File: src/rtl/uart_pkg.sv
// Shared UART definitions.
//   rx_state_t       : receiver deframer state encoding
//   OVERSAMPLE       : baud strobes per bit period
//   MID_SAMPLE       : strobe index of the start-bit centre
//   decode_threshold : 3-bit FIFO level code -> character count (also used by TX)
package uart_pkg;

   localparam int OVERSAMPLE = 16;
   localparam int MID_SAMPLE = 8;

   typedef enum logic [2:0] {
      RX_IDLE   = 3'd0,
      RX_START  = 3'd1,
      RX_DATA   = 3'd2,
      RX_PARITY = 3'd3,
      RX_STOP0  = 3'd4,
      RX_STOP1  = 3'd5
   } rx_state_t;

   // 0 -> 1 character, otherwise twice the code (2, 4, ... 14)
   function automatic logic [4:0] decode_threshold(input logic [2:0] code);
      logic [4:0] lvl;
      if (code == 3'd0) lvl = 5'd1;
      else              lvl = {1'b0, code, 1'b0};
      return lvl;
   endfunction

endpackage

File: src/rtl/sync_fifo_with_clear.sv
// Synchronous FIFO with a flush input and registered read data.
//   clk, rst_n   : clock, synchronous active-low reset
//   clear_i      : flush pointers and occupancy; wins over push and pop
//   wr_en_i      : push wr_data_i (ignored when full)
//   rd_en_i      : pop (ignored when empty); rd_data_o updates the next cycle
//   full_o       : occupancy == DEPTH
//   empty_o      : occupancy == 0
//   count_o      : occupancy
// DEPTH must be a power of two so the pointers wrap naturally.
module sync_fifo_with_clear #(
   parameter int DATA_WIDTH            = 8,
   parameter int DEPTH                 = 16,
   parameter bit EXTRA_OUTPUT_REGISTER = 1'b0
) (
   input  logic                    clk,
   input  logic                    rst_n,
   input  logic                    clear_i,
   input  logic                    wr_en_i,
   input  logic [DATA_WIDTH-1:0]   wr_data_i,
   input  logic                    rd_en_i,
   output logic [DATA_WIDTH-1:0]   rd_data_o,
   output logic                    full_o,
   output logic                    empty_o,
   output logic [$clog2(DEPTH):0]  count_o
);

   localparam int AW = $clog2(DEPTH);

   logic [DATA_WIDTH-1:0] mem_q [DEPTH];
   logic [AW-1:0]         wr_ptr_q;
   logic [AW-1:0]         rd_ptr_q;
   logic [AW:0]           count_q;
   logic [DATA_WIDTH-1:0] rd_data_q;
   logic                  push;
   logic                  pop;

   assign full_o  = (count_q == (AW+1)'(DEPTH));
   assign empty_o = (count_q == '0);
   assign count_o = count_q;
   assign push    = wr_en_i && !full_o && !clear_i;
   assign pop     = rd_en_i && !empty_o && !clear_i;

   always_ff @(posedge clk) begin
      if (push) mem_q[wr_ptr_q] <= wr_data_i;
   end

   always_ff @(posedge clk) begin
      if (!rst_n || clear_i) begin
         wr_ptr_q <= '0;
         rd_ptr_q <= '0;
         count_q  <= '0;
      end else begin
         if (push) wr_ptr_q <= wr_ptr_q + 1'b1;
         if (pop)  rd_ptr_q <= rd_ptr_q + 1'b1;
         if (push && !pop)      count_q <= count_q + 1'b1;
         else if (pop && !push) count_q <= count_q - 1'b1;
      end
   end

   // read data survives a flush; it only changes on a real pop
   always_ff @(posedge clk) begin
      if (!rst_n)   rd_data_q <= '0;
      else if (pop) rd_data_q <= mem_q[rd_ptr_q];
   end

   if (EXTRA_OUTPUT_REGISTER) begin : g_extra_reg
      logic [DATA_WIDTH-1:0] rd_data_x_q;
      always_ff @(posedge clk) begin
         if (!rst_n) rd_data_x_q <= '0;
         else        rd_data_x_q <= rd_data_q;
      end
      assign rd_data_o = rd_data_x_q;
   end else begin : g_direct
      assign rd_data_o = rd_data_q;
   end

endmodule

File: src/rtl/uart_rx.sv
// UART receiver with 16x oversampling, 5-8 data bits, optional parity,
// 1-2 stop bits, RX FIFO, sticky errors and FIFO level flag.
//   clk, rst_n          : clock, synchronous active-low reset
//   i_parity            : parity seed (0 even, 1 odd)
//   i_data_bits         : data bits minus 5
//   i_stop_bits         : 0 one stop bit, 1 two
//   i_use_parity        : parity bit present
//   i_threshold_value   : FIFO level code for o_threshold
//   o_threshold         : registered, occupancy >= decoded level
//   i_fifo_rd_en        : pop; o_fifo_rd_data valid next cycle
//   i_fifo_clear        : flush FIFO
//   o_fifo_full/empty   : FIFO status
//   i_error_clear       : clear sticky errors (a same-cycle set wins)
//   o_parity_error, o_frame_error, o_overrun_error : sticky errors
//   i_rx_strb           : 16x bit-rate strobe
//   o_rx_strb_en        : baud generator run request, low in IDLE
//   i_uart_rx           : asynchronous serial input
//
// state     | meaning
// ----------+------------------------------------------------------
// RX_IDLE   | line idle, waiting for a low level on the synced input
// RX_START  | confirming the start bit at its centre
// RX_DATA   | sampling data bits LSB first, one per 16 strobes
// RX_PARITY | sampling and checking the parity bit
// RX_STOP0  | sampling the first stop bit; completes 1-stop frames
// RX_STOP1  | sampling the second stop bit; completes the frame
module uart_rx #(
   parameter int FIFO_DEPTH = 16
) (
   input  logic       clk,
   input  logic       rst_n,
   input  logic       i_parity,
   input  logic [1:0] i_data_bits,
   input  logic       i_stop_bits,
   input  logic       i_use_parity,
   input  logic [2:0] i_threshold_value,
   output logic       o_threshold,
   input  logic       i_fifo_rd_en,
   output logic [7:0] o_fifo_rd_data,
   input  logic       i_fifo_clear,
   output logic       o_fifo_full,
   output logic       o_fifo_empty,
   input  logic       i_error_clear,
   output logic       o_parity_error,
   output logic       o_frame_error,
   output logic       o_overrun_error,
   input  logic       i_rx_strb,
   output logic       o_rx_strb_en,
   input  logic       i_uart_rx
);

   import uart_pkg::*;

   localparam int CW = $clog2(FIFO_DEPTH) + 1;

   rx_state_t  state_q, state_d;
   logic       rx_meta_q, rx_s_q;
   logic [3:0] strb_cnt_q, strb_cnt_d;
   logic [2:0] bit_cnt_q, bit_cnt_d;
   logic [7:0] shift_q, shift_d;
   logic       calc_par_q, calc_par_d;
   logic       perr_q, perr_d;
   logic       ferr_q, ferr_d;
   logic [1:0] data_bits_q, data_bits_d;
   logic       stop_bits_q, stop_bits_d;
   logic       use_par_q, use_par_d;
   logic       frame_done;
   logic       mid_tick, bit_tick;

   logic       par_err_q, frm_err_q, ovr_err_q;
   logic       par_err_d, frm_err_d, ovr_err_d;
   logic       frame_good, fifo_push;
   logic       thr_q;
   logic [CW-1:0] fifo_count;

   always_ff @(posedge clk) begin
      if (!rst_n) begin
         rx_meta_q <= 1'b1;
         rx_s_q    <= 1'b1;
      end else begin
         rx_meta_q <= i_uart_rx;
         rx_s_q    <= rx_meta_q;
      end
   end

   always_ff @(posedge clk) begin
      if (!rst_n) begin
         state_q     <= RX_IDLE;
         strb_cnt_q  <= '0;
         bit_cnt_q   <= '0;
         shift_q     <= '0;
         calc_par_q  <= 1'b0;
         perr_q      <= 1'b0;
         ferr_q      <= 1'b0;
         data_bits_q <= '0;
         stop_bits_q <= 1'b0;
         use_par_q   <= 1'b0;
      end else begin
         state_q     <= state_d;
         strb_cnt_q  <= strb_cnt_d;
         bit_cnt_q   <= bit_cnt_d;
         shift_q     <= shift_d;
         calc_par_q  <= calc_par_d;
         perr_q      <= perr_d;
         ferr_q      <= ferr_d;
         data_bits_q <= data_bits_d;
         stop_bits_q <= stop_bits_d;
         use_par_q   <= use_par_d;
      end
   end

   assign mid_tick = i_rx_strb && (strb_cnt_q == 4'(MID_SAMPLE - 1));
   assign bit_tick = i_rx_strb && (strb_cnt_q == 4'(OVERSAMPLE - 1));

   always_comb begin
      state_d     = state_q;
      strb_cnt_d  = strb_cnt_q;
      bit_cnt_d   = bit_cnt_q;
      shift_d     = shift_q;
      calc_par_d  = calc_par_q;
      perr_d      = perr_q;
      ferr_d      = ferr_q;
      data_bits_d = data_bits_q;
      stop_bits_d = stop_bits_q;
      use_par_d   = use_par_q;
      frame_done  = 1'b0;

      if (state_q != RX_IDLE && i_rx_strb) strb_cnt_d = strb_cnt_q + 4'd1;

      case (state_q)
         RX_IDLE: begin
            if (!rx_s_q) begin
               data_bits_d = i_data_bits;
               stop_bits_d = i_stop_bits;
               use_par_d   = i_use_parity;
               calc_par_d  = i_parity;
               strb_cnt_d  = '0;
               bit_cnt_d   = '0;
               shift_d     = '0;
               perr_d      = 1'b0;
               ferr_d      = 1'b0;
               state_d     = RX_START;
            end
         end
         RX_START: begin
            if (mid_tick) begin
               if (rx_s_q) begin
                  state_d = RX_IDLE;
               end else begin
                  state_d    = RX_DATA;
                  strb_cnt_d = '0;
               end
            end
         end
         RX_DATA: begin
            if (bit_tick) begin
               shift_d[bit_cnt_q] = rx_s_q;
               calc_par_d         = calc_par_q ^ rx_s_q;
               bit_cnt_d          = bit_cnt_q + 3'd1;
               if (bit_cnt_q == {1'b0, data_bits_q} + 3'd4)
                  state_d = use_par_q ? RX_PARITY : RX_STOP0;
            end
         end
         RX_PARITY: begin
            if (bit_tick) begin
               if (rx_s_q != calc_par_q) perr_d = 1'b1;
               state_d = RX_STOP0;
            end
         end
         RX_STOP0: begin
            if (bit_tick) begin
               if (!rx_s_q) ferr_d = 1'b1;
               if (stop_bits_q) begin
                  state_d = RX_STOP1;
               end else begin
                  frame_done = 1'b1;
                  state_d    = RX_IDLE;
               end
            end
         end
         RX_STOP1: begin
            if (bit_tick) begin
               if (!rx_s_q) ferr_d = 1'b1;
               frame_done = 1'b1;
               state_d    = RX_IDLE;
            end
         end
         default: state_d = RX_IDLE;
      endcase
   end

   // ferr_d folds in the stop sample taken in this same completion cycle
   assign frame_good = frame_done && !perr_q && !ferr_d;
   assign fifo_push  = frame_good && !o_fifo_full;

   assign par_err_d = (frame_done && perr_q) || (par_err_q && !i_error_clear);
   assign frm_err_d = (frame_done && ferr_d) || (frm_err_q && !i_error_clear);
   assign ovr_err_d = (frame_good && o_fifo_full) || (ovr_err_q && !i_error_clear);

   always_ff @(posedge clk) begin
      if (!rst_n) begin
         par_err_q <= 1'b0;
         frm_err_q <= 1'b0;
         ovr_err_q <= 1'b0;
         thr_q     <= 1'b0;
      end else begin
         par_err_q <= par_err_d;
         frm_err_q <= frm_err_d;
         ovr_err_q <= ovr_err_d;
         thr_q     <= 32'(fifo_count) >= 32'(decode_threshold(i_threshold_value));
      end
   end

   sync_fifo_with_clear #(
      .DATA_WIDTH            (8),
      .DEPTH                 (FIFO_DEPTH),
      .EXTRA_OUTPUT_REGISTER (1'b0)
   ) u_fifo (
      .clk       (clk),
      .rst_n     (rst_n),
      .clear_i   (i_fifo_clear),
      .wr_en_i   (fifo_push),
      .wr_data_i (shift_q),
      .rd_en_i   (i_fifo_rd_en),
      .rd_data_o (o_fifo_rd_data),
      .full_o    (o_fifo_full),
      .empty_o   (o_fifo_empty),
      .count_o   (fifo_count)
   );

   assign o_rx_strb_en    = (state_q != RX_IDLE);
   assign o_threshold     = thr_q;
   assign o_parity_error  = par_err_q;
   assign o_frame_error   = frm_err_q;
   assign o_overrun_error = ovr_err_q;

endmodule

File: config.mk
export PLATFORM = sky130hd
export DESIGN_NAME = uart_rx
export DESIGN_NICKNAME = d
export VERILOG_FILES = /design/src/rtl/uart_pkg.sv /design/src/rtl/sync_fifo_with_clear.sv /design/src/rtl/uart_rx.sv
export SDC_FILE = /design/constraint.sdc
export NUM_CORES = 1
export LEC_CHECK = 0
export CAP_MARGIN = 0
export CORE_AREA = 2 2 128 130
export DETAILED_ROUTE_END_ITERATION = 8
export DIE_AREA = 0 0 130 132
export PLACE_DENSITY = 0.65
export SYNTH_ARGS = -nofsm -noshare
export SYNTH_HDL_FRONTEND = slang
export SYNTH_SLANG_ARGS = --single-unit
File: constraint.sdc
create_clock -name clk -period 2.6 [get_ports clk]
set_input_delay 0.26 -clock clk [delete_from_list [all_inputs] [get_ports clk]]
set_output_delay 0.26 -clock clk [all_outputs]
set_load 0.005 [all_outputs]
# ---- Yosys cells after proc, flatten, opt, wreduce, memory -nomap -nowiden
# Memories as Yosys holds them, arrays and structs flattened. A register that Yosys moved wholly into a read port is not among the register bits.
# Cells that the tools add are included.
dict set report op_classes {
  eq_ne 18
  n_reduce_logical 45
  muxes 45
  order_cmp 3
  bitwise_logic 2
  n_addsub 7
}
# cell count
set ops {}
lappend ops {{two-way mux 3 bit} 11}
lappend ops {{logical AND 1 bit} 19}
lappend ops {{case mux 3 bit (6 select lines)} 1}
lappend ops {{two-way mux 4 bit} 4}
lappend ops {{two-way mux 8 bit} 2}
lappend ops {{!= test 2 bit (second input constant)} 8}
lappend ops {{case mux 8 bit (2 select lines)} 1}
lappend ops {{two-way mux 5 bit} 3}
lappend ops {{two-way mux 1 bit} 14}
lappend ops {{adder 4 x 1 -> 4 bit (second input constant)} 3}
lappend ops {{logical NOT 1 bit} 10}
lappend ops {{bitwise mux 8 bit} 1}
lappend ops {{case mux 1 bit (2 select lines)} 4}
lappend ops {{case mux 4 bit (2 select lines)} 1}
lappend ops {{AND reduction 7 bit} 1}
lappend ops {{equality test 3 x 2 -> 1 bit (second input constant)} 2}
lappend ops {{equality test 3 bit (second input constant)} 2}
lappend ops {{logical NOT 3 bit} 2}
lappend ops {{case mux 3 bit (2 select lines)} 1}
lappend ops {{nonzero test 2 bit} 3}
lappend ops {{adder 5 x 1 -> 5 bit (second input constant)} 1}
lappend ops {{equality test 5 bit (second input constant)} 1}
lappend ops {{>= comparator 5 bit} 1}
lappend ops {{logical NOT 5 bit} 1}
lappend ops {{other kinds (20)} 23}
dict set report totals {
  mem_bits_rw 128
  n_memories 1
  reg_bits 44
}
# memory depth width rd rd_clocked_by_memory_dff wr line_no
set memory_table {}
lappend memory_table {u_fifo.mem_q 16 8 1 1 1 sync_fifo_with_clear.sv:29} ;# logic [DATA_WIDTH-1:0] mem_q [DEPTH];

# ---- Logic depth before layout (Yosys ltp)
# Gate-level depths: netlist (run 1).
dict set report logic_depth {
  depth_word 13
  ltp_mapped 13
  depth_no_buf 12
}

# ---- Cells and area by module
# From an unflattened synthesis (run 1), not the netlist that was laid out.
dict set report hier_totals {
  cells_unflattened 570
  hier_area_um2 7811.2
}
# module area_per_inst_um2 cells_each instances
set modules_own_cells {}
lappend modules_own_cells {sync_fifo_with_clear 6075.8 369 1}
lappend modules_own_cells {uart_rx 1735.4 201 1}

# ---- Worst setup path after synthesis (run 1)
# Ideal clock, no wire load.
dict set report synth_path {
  kind {reg-to-reg}
  start {reg strb_cnt_q[0]}
  end {reg u_fifo.count_q[4], in the netlist u_fifo.count_o[4]}
  n_path_buf 1
  setup_ps 70
  synth_period_minus_slack_ps 2932
  t_arrival_ps 2863
  setup_slack_ps -332
  stages_incl_launch_ff 14
  cell_sequence {dfxtp_1 ha_1 nand4_4 nor4_4 and2_1 buf_4 ha_1 inv_1 fa_1 a21o_1 a21oi_1 xnor2_1 or3_1 a21oi_1}
}
dict set report synth_via {
  elab_chain_cells 12
}
# element line_no
set synth_rtl {}
lappend synth_rtl {{from (decl)} uart_rx.sv:58} ;# logic [3:0] strb_cnt_q, strb_cnt_d;
lappend synth_rtl {{from (signal assigned)} uart_rx.sv:100} ;# strb_cnt_q <= strb_cnt_d;
lappend synth_rtl {{equality test 4 bit (*)} uart_rx.sv:113} ;# assign bit_tick = i_rx_strb && (strb_cnt_q == 4'(OVERSAMPLE - 1));
lappend synth_rtl {{logical AND 1 bit (*)} uart_rx.sv:113}
lappend synth_rtl {{two-way mux 1 bit, on equally long branches} {uart_rx.sv:182, uart_rx.sv:171}}
lappend synth_rtl {{case mux 1 bit (2 select lines)} uart_rx.sv:130} ;# case (state_q)
lappend synth_rtl {{logical AND 1 bit or logical NOT 1 bit (tied branches)} uart_rx.sv:193} ;# assign frame_good = frame_done && !perr_q && !ferr_d;
lappend synth_rtl {{logical AND 1 bit (*)} uart_rx.sv:193}
lappend synth_rtl {{logical AND 1 bit (*)} uart_rx.sv:194} ;# assign fifo_push = frame_good && !o_fifo_full;
lappend synth_rtl {{logical AND 1 bit (*) (2 in a row)} sync_fifo_with_clear.sv:40} ;# assign push = wr_en_i && !full_o && !clear_i;
lappend synth_rtl {{net u_fifo.push} sync_fifo_with_clear.sv:34} ;# logic push;
lappend synth_rtl {{logical NOT 1 bit} sync_fifo_with_clear.sv:56} ;# else if (pop && !push) count_q <= count_q - 1'b1;
lappend synth_rtl {{logical AND 1 bit} sync_fifo_with_clear.sv:56}
lappend synth_rtl {{nonzero test 2 bit (no line)} -}
lappend synth_rtl {{to (signal assigned)} sync_fifo_with_clear.sv:55} ;# if (push && !pop) count_q <= count_q + 1'b1;
lappend synth_rtl {{to (signal assigned)} sync_fifo_with_clear.sv:56}
lappend synth_rtl {{to (decl)} sync_fifo_with_clear.sv:32} ;# logic [AW:0] count_q;
# Mark *: on every way through the listed nets, which the timed path passes. The rest lies on a longest branch.
# A chain may end at the register's enable or synchronous reset.

# ---- Worst setup path after layout (run 1)
dict set report layout_path {
  start {reg u_fifo.count_q[3], in the netlist u_fifo.count_o[3]}
  end {reg u_fifo.count_q[4], in the netlist u_fifo.count_o[4]}
}
dict set report layout_via {
  elab_chain_cells 8
}
# element
set layout_rtl {}
lappend layout_rtl {{parallel branches: the longest is 8 deep, another holds subtractor 5 x 1 -> 5 bit}}
# Parallel ways; which one is timed is not known. The select of a mux whose other input is x is not followed.

==> results of run 1 <==
[layout make-up]
type / instances / area, µm²
fill: 1255 / 6610
timing repair buffer: 75 / 661
multi-input combinational: 308 / 2670
clock inverter: 15 / 140
sequential: 180 / 4890
clock buffer: 17 / 425
inverter: 13 / 52.6
tap: 216 / 270
[power by group]
| part | internal, mW | total, mW | switching [mW] |
|---|---|---|---|
| Clock | 1.40 | 2.43 | 1.03 |
| Combinational | 0.0950 | 0.205 | 0.110 |
| Sequential | 3.05 | 3.06 | 0.0100 |
[metrics by stage]
stage	utilization	hold slack (ns)	setup WS [ns]	area, µm²	instances
6_report	0.580	0.397	-0.0428	9110	824
3_3_place_gp	0.540	0.397	-0.209	8490	790
2_1_floorplan	-	0.361	-0.116	7760	529
4_1_cts	0.579	0.392	-0.0709	9090	824
5_1_grt	0.580	0.415	-0.193	9110	824
3_5_place_dp	0.540	0.406	-0.309	8490	790
[critical path, stage by stage (launching register included)]
cell and delay [ns]:
dfxtp_2 0.34, or4_4 0.53, o211a_1 0.25, clkinv_2 0.08, ha_4 0.15, inv_4 0.04, fa_2 0.34, a21o_1 0.18
a21oi_2 0.14, xnor2_1 0.09, or3_1 0.32, a21oi_2 0.13
[sequential cells by signal, indices dropped and copies added (netlist names), 2 cells and up]
signal and count:
bit_cnt_q 3, shift_q 8, strb_cnt_q 4, data_bits_q 2, u_fifo.rd_ptr_q 4, u_fifo.wr_ptr_q 4
state_q 3, u_fifo.mem_q 128, u_fifo.count_o 5, u_fifo.rd_data_o 8
[cell usage in the layout (no fill, tap or decap), types with 3 or more instances in the layout]
| cell type | n |
|---|---|
| a21boi_0 | 17 |
| a21oi_1 | 19 |
| a21oi_2 | 3 |
| a22oi_1 | 17 |
| a31o_1 | 8 |
| and2_1 | 5 |
| buf_4 | 44 |
| clkbuf_16 | 17 |
| clkdlybuf4s50_1 | 29 |
| clkinv_2 | 6 |
| clkinv_4 | 3 |
| dfxtp_1 | 48 |
| dfxtp_2 | 4 |
| edfxtp_1 | 128 |
| ha_1 | 13 |
| inv_1 | 11 |
| mux2i_1 | 4 |
| mux4_1 | 18 |
| mux4_2 | 14 |
| nand2_1 | 26 |
| nand2_2 | 3 |
| nand2b_1 | 9 |
| nand3_1 | 6 |
| nand4_1 | 4 |
| nor2_1 | 43 |
| nor2b_1 | 12 |
| nor3_1 | 6 |
| nor3_2 | 3 |
| o21a_1 | 10 |
| o21ai_0 | 15 |
| o31ai_1 | 3 |
| or3_1 | 4 |
| xnor2_1 | 6 |
| xor2_1 | 10 |
[how the worst min path moves through the flow]
stage | endpoint | slack [ns] | startpoint
after CTS | data_bits_q[1] | 0.39 | i_data_bits[1]
after detailed placement | rx_s_q | 0.41 | rx_meta_q
after floorplan | rx_meta_q | 0.36 | i_uart_rx
after global placement | rx_s_q | 0.40 | rx_meta_q
final | use_par_q | 0.40 | i_use_parity
after global routing | use_par_q | 0.41 | i_use_parity
[metal layers]
metal  GRT usage  up-vias  routed length [µm]
met4      0.0669        0                 263
li1            -     2158                   -
met3      0.0398       20                 529
met1       0.251     2308                6950
met5           0        -                   0
met2       0.306      111                7540
[logic make-up (layout without fill, tap and decap cells)]
| group | Yosys count | in the layout | share of synthesized area |
|---|---|---|---|
| fa+ha+maj | 16 | 16 | 0.0269 |
| flops | 180 | 180 | 0.632 |
| buf+inv | 41 | 120 | 0.0296 |
| simple gates | 136 | 136 | 0.0950 |
| compound gates | 103 | 103 | 0.0900 |
| xor+xnor | 16 | 16 | 0.0181 |
| mux | 37 | 37 | 0.109 |
[what timing repair did]
| action | in CTS | in global routing |
|---|---|---|
| resized for setup | 7 | 3 |
| cloned | 0 | 0 |
| endpoints found under the setup margin | 1 | 2 |
| pin swaps | 4 | 1 |
| buffers inserted | 2 | 0 |
==> results_dict.tcl, run 1 <==
set metrics [dict create \
    ys_ff_latch 180 \
    num_rows 46 \
    grt.overflow.total 0 \
    first_global_vias 4570 \
    drtAntennaViolNets 0 \
    io_pins 30 \
    cts_buffer_depth 2 \
    rsz0062_at_grt "true" \
    drive_above_1_share 0.196 \
    die_y_um 132 \
    critPathKind "flip-flop to flip-flop" \
    violations "setup timing" \
    total_power_mw 5.69 \
    timing.rr.end "u_fifo.count_o[4]" \
    drt-total-wl_um 15300 \
    ys_seq_area_frac 0.632 \
    dr.pass1.iters 4 \
    reg2reg_from "u_fifo.count_o[3]" \
    tightest_slew_ns 0.723 \
    setup_slack_ns -0.0428 \
    viasPerCell 5.58 \
    synth_top_area_share 0.497 \
    tns_ns -0.0428 \
    htree_num_levels 4 \
    crit_start "u_fifo.count_o[3]" \
    start_util 0.492 \
    cp.required_ns 2.95 \
    placement.io_buffers 29 \
    p_per_area_mw_per_mm2 625 \
    synth_edf_count 128 \
    dr_total_vias 4597 \
    gp_congestion 0.813 \
    drc_errors 0 \
    die_area_mm2 0.0172 \
    reg2reg_slack_ns -0.04 \
    antenna_found_initial 0 \
    yosys-top-cells-count "edfxtp_1 (128), dfxtp_1 (52), nor2_1 (43), nand2_1 (26), a21oi_1 (22)" \
    cts_num_sinks 180 \
    finalCritPeriodShare 1.02 \
    finalCriticalPeriod_ns 2.64 \
    ys.flop_type "edfxtp_1" \
    core_area_mm2 0.0157 \
    yosysMostFrequentCell "edfxtp_1" \
    async_flop_share 0 \
    syn2layout_area_growth_pct 17.8 \
    rr_worst_depth 11 \
    grt_start_max_net_pins 41 \
    setup_viol 1 \
    maxCapViolCount 0 \
    cts_tree "yes" \
    grt_pass1_wl_um 24200 \
    synth_top_area_cell "edfxtp_1" \
    numCtsBuffers 17 \
    hold_viol_final 0 \
    finalMaxSlewViolations 0 \
    hold_depth 3 \
    synth.cell_area_mm2 0.00773 \
    drtIter0Drc 328 \
    hold_path.class "primary input to flip-flop" \
    arrival_ns 3.00 \
    avgSynthCellArea_um2 14.6 \
    relSlewSlack 0.517 \
    clock_skew_ns 0.0139 \
    power.leakage_nw 3.52 \
    endpoint "u_fifo.count_o[4]" \
    synthTopCellsByArea "edfxtp_1 (50%), dfxtp_1 (13%), mux4_1 (6.1%), mux4_2 (4.1%), ha_1 (2.4%)" \
    end_kind "flip-flop" \
    hold_buffers 0 \
    hpwl_um 9790 \
    outcome "finished with violations" \
    root_buffer "clkbuf_16" \
    syn-num-nets 560 \
    clk_latency_ns 0.43 \
    clkTransAtPathRegs_ns 0.07 \
    synth_cells 529 \
    vdd_ir_drop_max_mv 0.429 \
    grt_usage 0.188 \
    die_x_um 130 \
    wl_per_cell_um 18.5 \
    n_antenna_cell 0 \
    cp-start-kind "flip-flop" \
    cp_max_fo 4 \
    yosysUniqueCellTypes 58 \
    yosys_warnings 0 \
    fin_nets 626 \
    fmax_mhz 378 \
]
Power figures use the tool's default switching activity.
==> run 2: changes to the inputs <==
--- a/config.mk
+++ b/config.mk
@@ -10,6 +10,7 @@
 export DETAILED_ROUTE_END_ITERATION = 8
 export DIE_AREA = 0 0 130 132
-export PLACE_DENSITY = 0.65
+export PLACE_DENSITY = 0.66
 export SYNTH_ARGS = -nofsm -noshare
 export SYNTH_HDL_FRONTEND = slang
+export SYNTH_HIERARCHICAL = 1
 export SYNTH_SLANG_ARGS = --single-unit
==> constraint.sdc (replaced) <==
create_clock -name clk -period 2.6 [get_ports clk]
set_input_delay 0.26 -clock clk [delete_from_list [all_inputs] [get_ports clk]]
set_output_delay 0.26 -clock clk [all_outputs]
set_load 0.05 [all_outputs]
==> run 2 against run 1 <==
The flow still finishes with violations (setup timing). Worst hold slack better by 0.0038 ns. Utilization up 4.4 points. First-iteration DRC count down 5.2%. Sequential share of layout area down 3.8 points. Clock power up 2%. Critical path type unchanged.
==> results_dict.tcl, run 2 <==
set metrics [dict create \
    critPathKind "flip-flop to flip-flop" \
    reg2reg_slack_ns -0.49 \
    p_per_area_mw_per_mm2 577 \
    syn-num-nets 601 \
    grt_pass1_wl_um 25900 \
    p_comb_frac 0.022 \
    clkTransAtPathRegs_ns 0.06 \
    hpwl_um 10700 \
    hold_viol_final 0 \
    die_x_um 130 \
    yosysUniqueCellTypes 68 \
    avgSynthCellArea_um2 13.7 \
    yosys_warnings 6 \
    violations "setup timing" \
    syn2layout_area_growth_pct 25.4 \
    min_from "i_uart_rx" \
    start_util 0.497 \
    multi_input_area_mm2 0.00291 \
    synth_top_area_cell "edfxtp_1" \
    clkPwrFrac 0.437 \
    die_area_mm2 0.0172 \
    gp_congestion 0.814 \
    placement.io_buffers 29 \
    finalMaxSlewViolations 0 \
    end_kind "flip-flop" \
    reg2reg_from "strb_cnt_q[0]" \
    setup_viol 4 \
    drive_above_1_share 0.272 \
    tightest_slew_ns 0.718 \
    core_area_mm2 0.0157 \
    switching_power_mw 1.14 \
    vdd_ir_drop_max_mv 0.529 \
    htree_num_levels 4 \
    dr_total_vias 4942 \
    hold_buffers 0 \
    numCtsBuffers 17 \
    synthTopCellsByArea "edfxtp_1 (49%), dfxtp_1 (13%), mux2i_1 (5.3%), mux4_2 (3.7%), ha_1 (2.4%)" \
    dpl_worst_slack_ns -0.855 \
    synth_cells 570 \
    antenna_found_initial 0 \
    ys.flop_type "edfxtp_1" \
    critPathBufInv 2 \
    outcome "finished with violations" \
    root_buffer "clkbuf_16" \
    cp-start-kind "flip-flop" \
    num_rows 46 \
    dr.pass1.iters 5 \
    rr_worst_depth 14 \
    rsz0062_at_grt "true" \
    cts_buffer_depth 2 \
    crit_top_cell "mux2i_1" \
    synth.cell_area_mm2 0.00781 \
    wl_per_cell_um 18.4 \
    cp_top_family "simple AND/OR/NAND/NOR gates" \
    drtAntennaViolNets 0 \
    tns_ns -1.30 \
    ys_ff_latch 180 \
    power.leakage_nw 3.33 \
    ys_seq_area_frac 0.625 \
    drt-total-wl_um 16400 \
    die_y_um 132 \
    fin_nets 696 \
    arrival_ns 3.45 \
    critPathSlowestCell "or3b_4" \
    io_pins 30 \
    total_power_mw 5.65 \
    finalCritPeriodShare 1.19 \
    clk_latency_ns 0.43 \
    synth_top_area_share 0.492 \
    timing.rr.end "u_fifo/count_o[4]" \
    path_cells "ha_4 -> nand4_1 -> nor3b_2 -> or3b_4 -> nor2_4 -> inv_2 -> a211oi_4 -> ha_2 -> inv_4 -> fa_2 -> a21o_1 -> a21oi_2 -> mux2i_1 -> mux2i_1" \
    most-common-layout-cells "edfxtp_1 (128), buf_4 (60), dfxtp_1 (47)" \
    grt.overflow.total 0 \
    max_stage_delay_ns 0.42 \
    intPower_mw 4.51 \
    cts_num_sinks 180 \
    maxCapViolCount 0 \
    seq_area_mm2 0.00489 \
    layout_commonest_cell "edfxtp_1" \
    yosys-top-cells-count "edfxtp_1 (128), dfxtp_1 (52), nor2_1 (46), mux2i_1 (41), nand2_1 (31)" \
    relSlewSlack 0.520 \
    finalCriticalPeriod_ns 3.09 \
    n_antenna_cell 0 \
    cp.required_ns 2.96 \
    cts_tree "yes" \
    switching_share 0.202 \
    viasPerCell 5.53 \
    largest_reg_flops 128 \
    clock_skew_ns 0.00679 \
    yosysMostFrequentCell "edfxtp_1" \
    setup_slack_ns -0.495 \
    drc_errors 0 \
    hold_path.class "primary input to flip-flop" \
    stdcell_count 893 \
    min_to "rx_meta_q" \
    first_global_vias 4928 \
    fmax_mhz 323 \
    cp_max_fo 3 \
    grt_start_max_net_pins 40 \
    pwr-share-seq 0.541 \
    async_flop_share 0 \
    nFillCells 1168 \
    grt_usage 0.201 \
    synth_edf_count 128 \
    drtIter0Drc 311 \
    largest-register "u_fifo/mem_q" \
    place_inst 841 \
    hold_depth 2 \
]
run 2: timing repair:
action	in CTS	in global routing
pin swaps	19	10
endpoints found under the setup margin	101	107
buffers inserted	21	4
gates resized for setup	30	10
cloned	0	0
run 2: worst max path at each step:
stage	from	endpoint	slack, ns	cells after the start
after global routing	strb_cnt_q[0]	u_fifo/count_o[4]	-0.69	14
after floorplan	rx_s_q	u_fifo/count_o[4]	-0.58	15
after detailed placement	i_rx_strb	u_fifo/count_o[4]	-0.86	14
after global placement	i_rx_strb	u_fifo/count_o[4]	-0.79	14
final	strb_cnt_q[0]	u_fifo/count_o[4]	-0.49	14
after CTS	rx_s_q	u_fifo/count_o[4]	-0.48	14
run 2: cells by family after synthesis:
logic type / Yosys count / share of synthesized area
xor+xnor: 15 / 0.0168
simple gates: 158 / 0.109
buf+inv: 49 / 0.0322
compound gates: 93 / 0.0871
flops: 180 / 0.625
fa+ha+maj: 16 / 0.0266
mux: 59 / 0.103
run 2: metal layers:
layer  wire length (µm)  vias to the layer above  share of wire  global-route usage
met5                  0                        -              0                   0
met4                422                        0          0.026              0.0854
met3                630                       29          0.038              0.0365
met2               8280                      111           0.50               0.328
met1               7070                     2452           0.43               0.263
li1                   -                     2350              -                   -
run 2: layout make-up:
class,count,share of cell area
clock inverters,13,0.0137
flip-flops and latches,180,0.499
repair buffers,111,0.113
multi-input cells,341,0.297
clock buffers,18,0.0438
inverters,14,0.00562
well taps,216,0.0276
run 2: power groups by stage:
stage	logic, mW	registers [mW]	clock network [mW]
final	0.127	3.06	2.47
after CTS	0.126	3.06	2.51
after detailed placement	0.125	3.12	0
after global routing	0.139	3.06	2.63
after global placement	0.122	3.12	0
after floorplan	0.0736	3.11	0
run 2: metrics by stage:
step	utilization	instance area [µm²]	hold WS (ns)
after floorplan	-	7950	0.361
after global placement	0.565	8880	0.399
after detailed placement	0.565	8880	0.393
after CTS	0.622	9770	0.389
after global routing	0.623	9790	0.418
final	0.623	9790	0.401
run 2: worst register-to-register path: cells and delay by family, from the launching register on:
family                     cells  cell delay [ns]
and+or+nand+nor                4             0.88
adders and majority gates      3             0.74
AOI/OAI and AO/OA              3             0.52
muxes                          2             0.43
DFF                            1             0.36
buffers and inverters          2             0.09
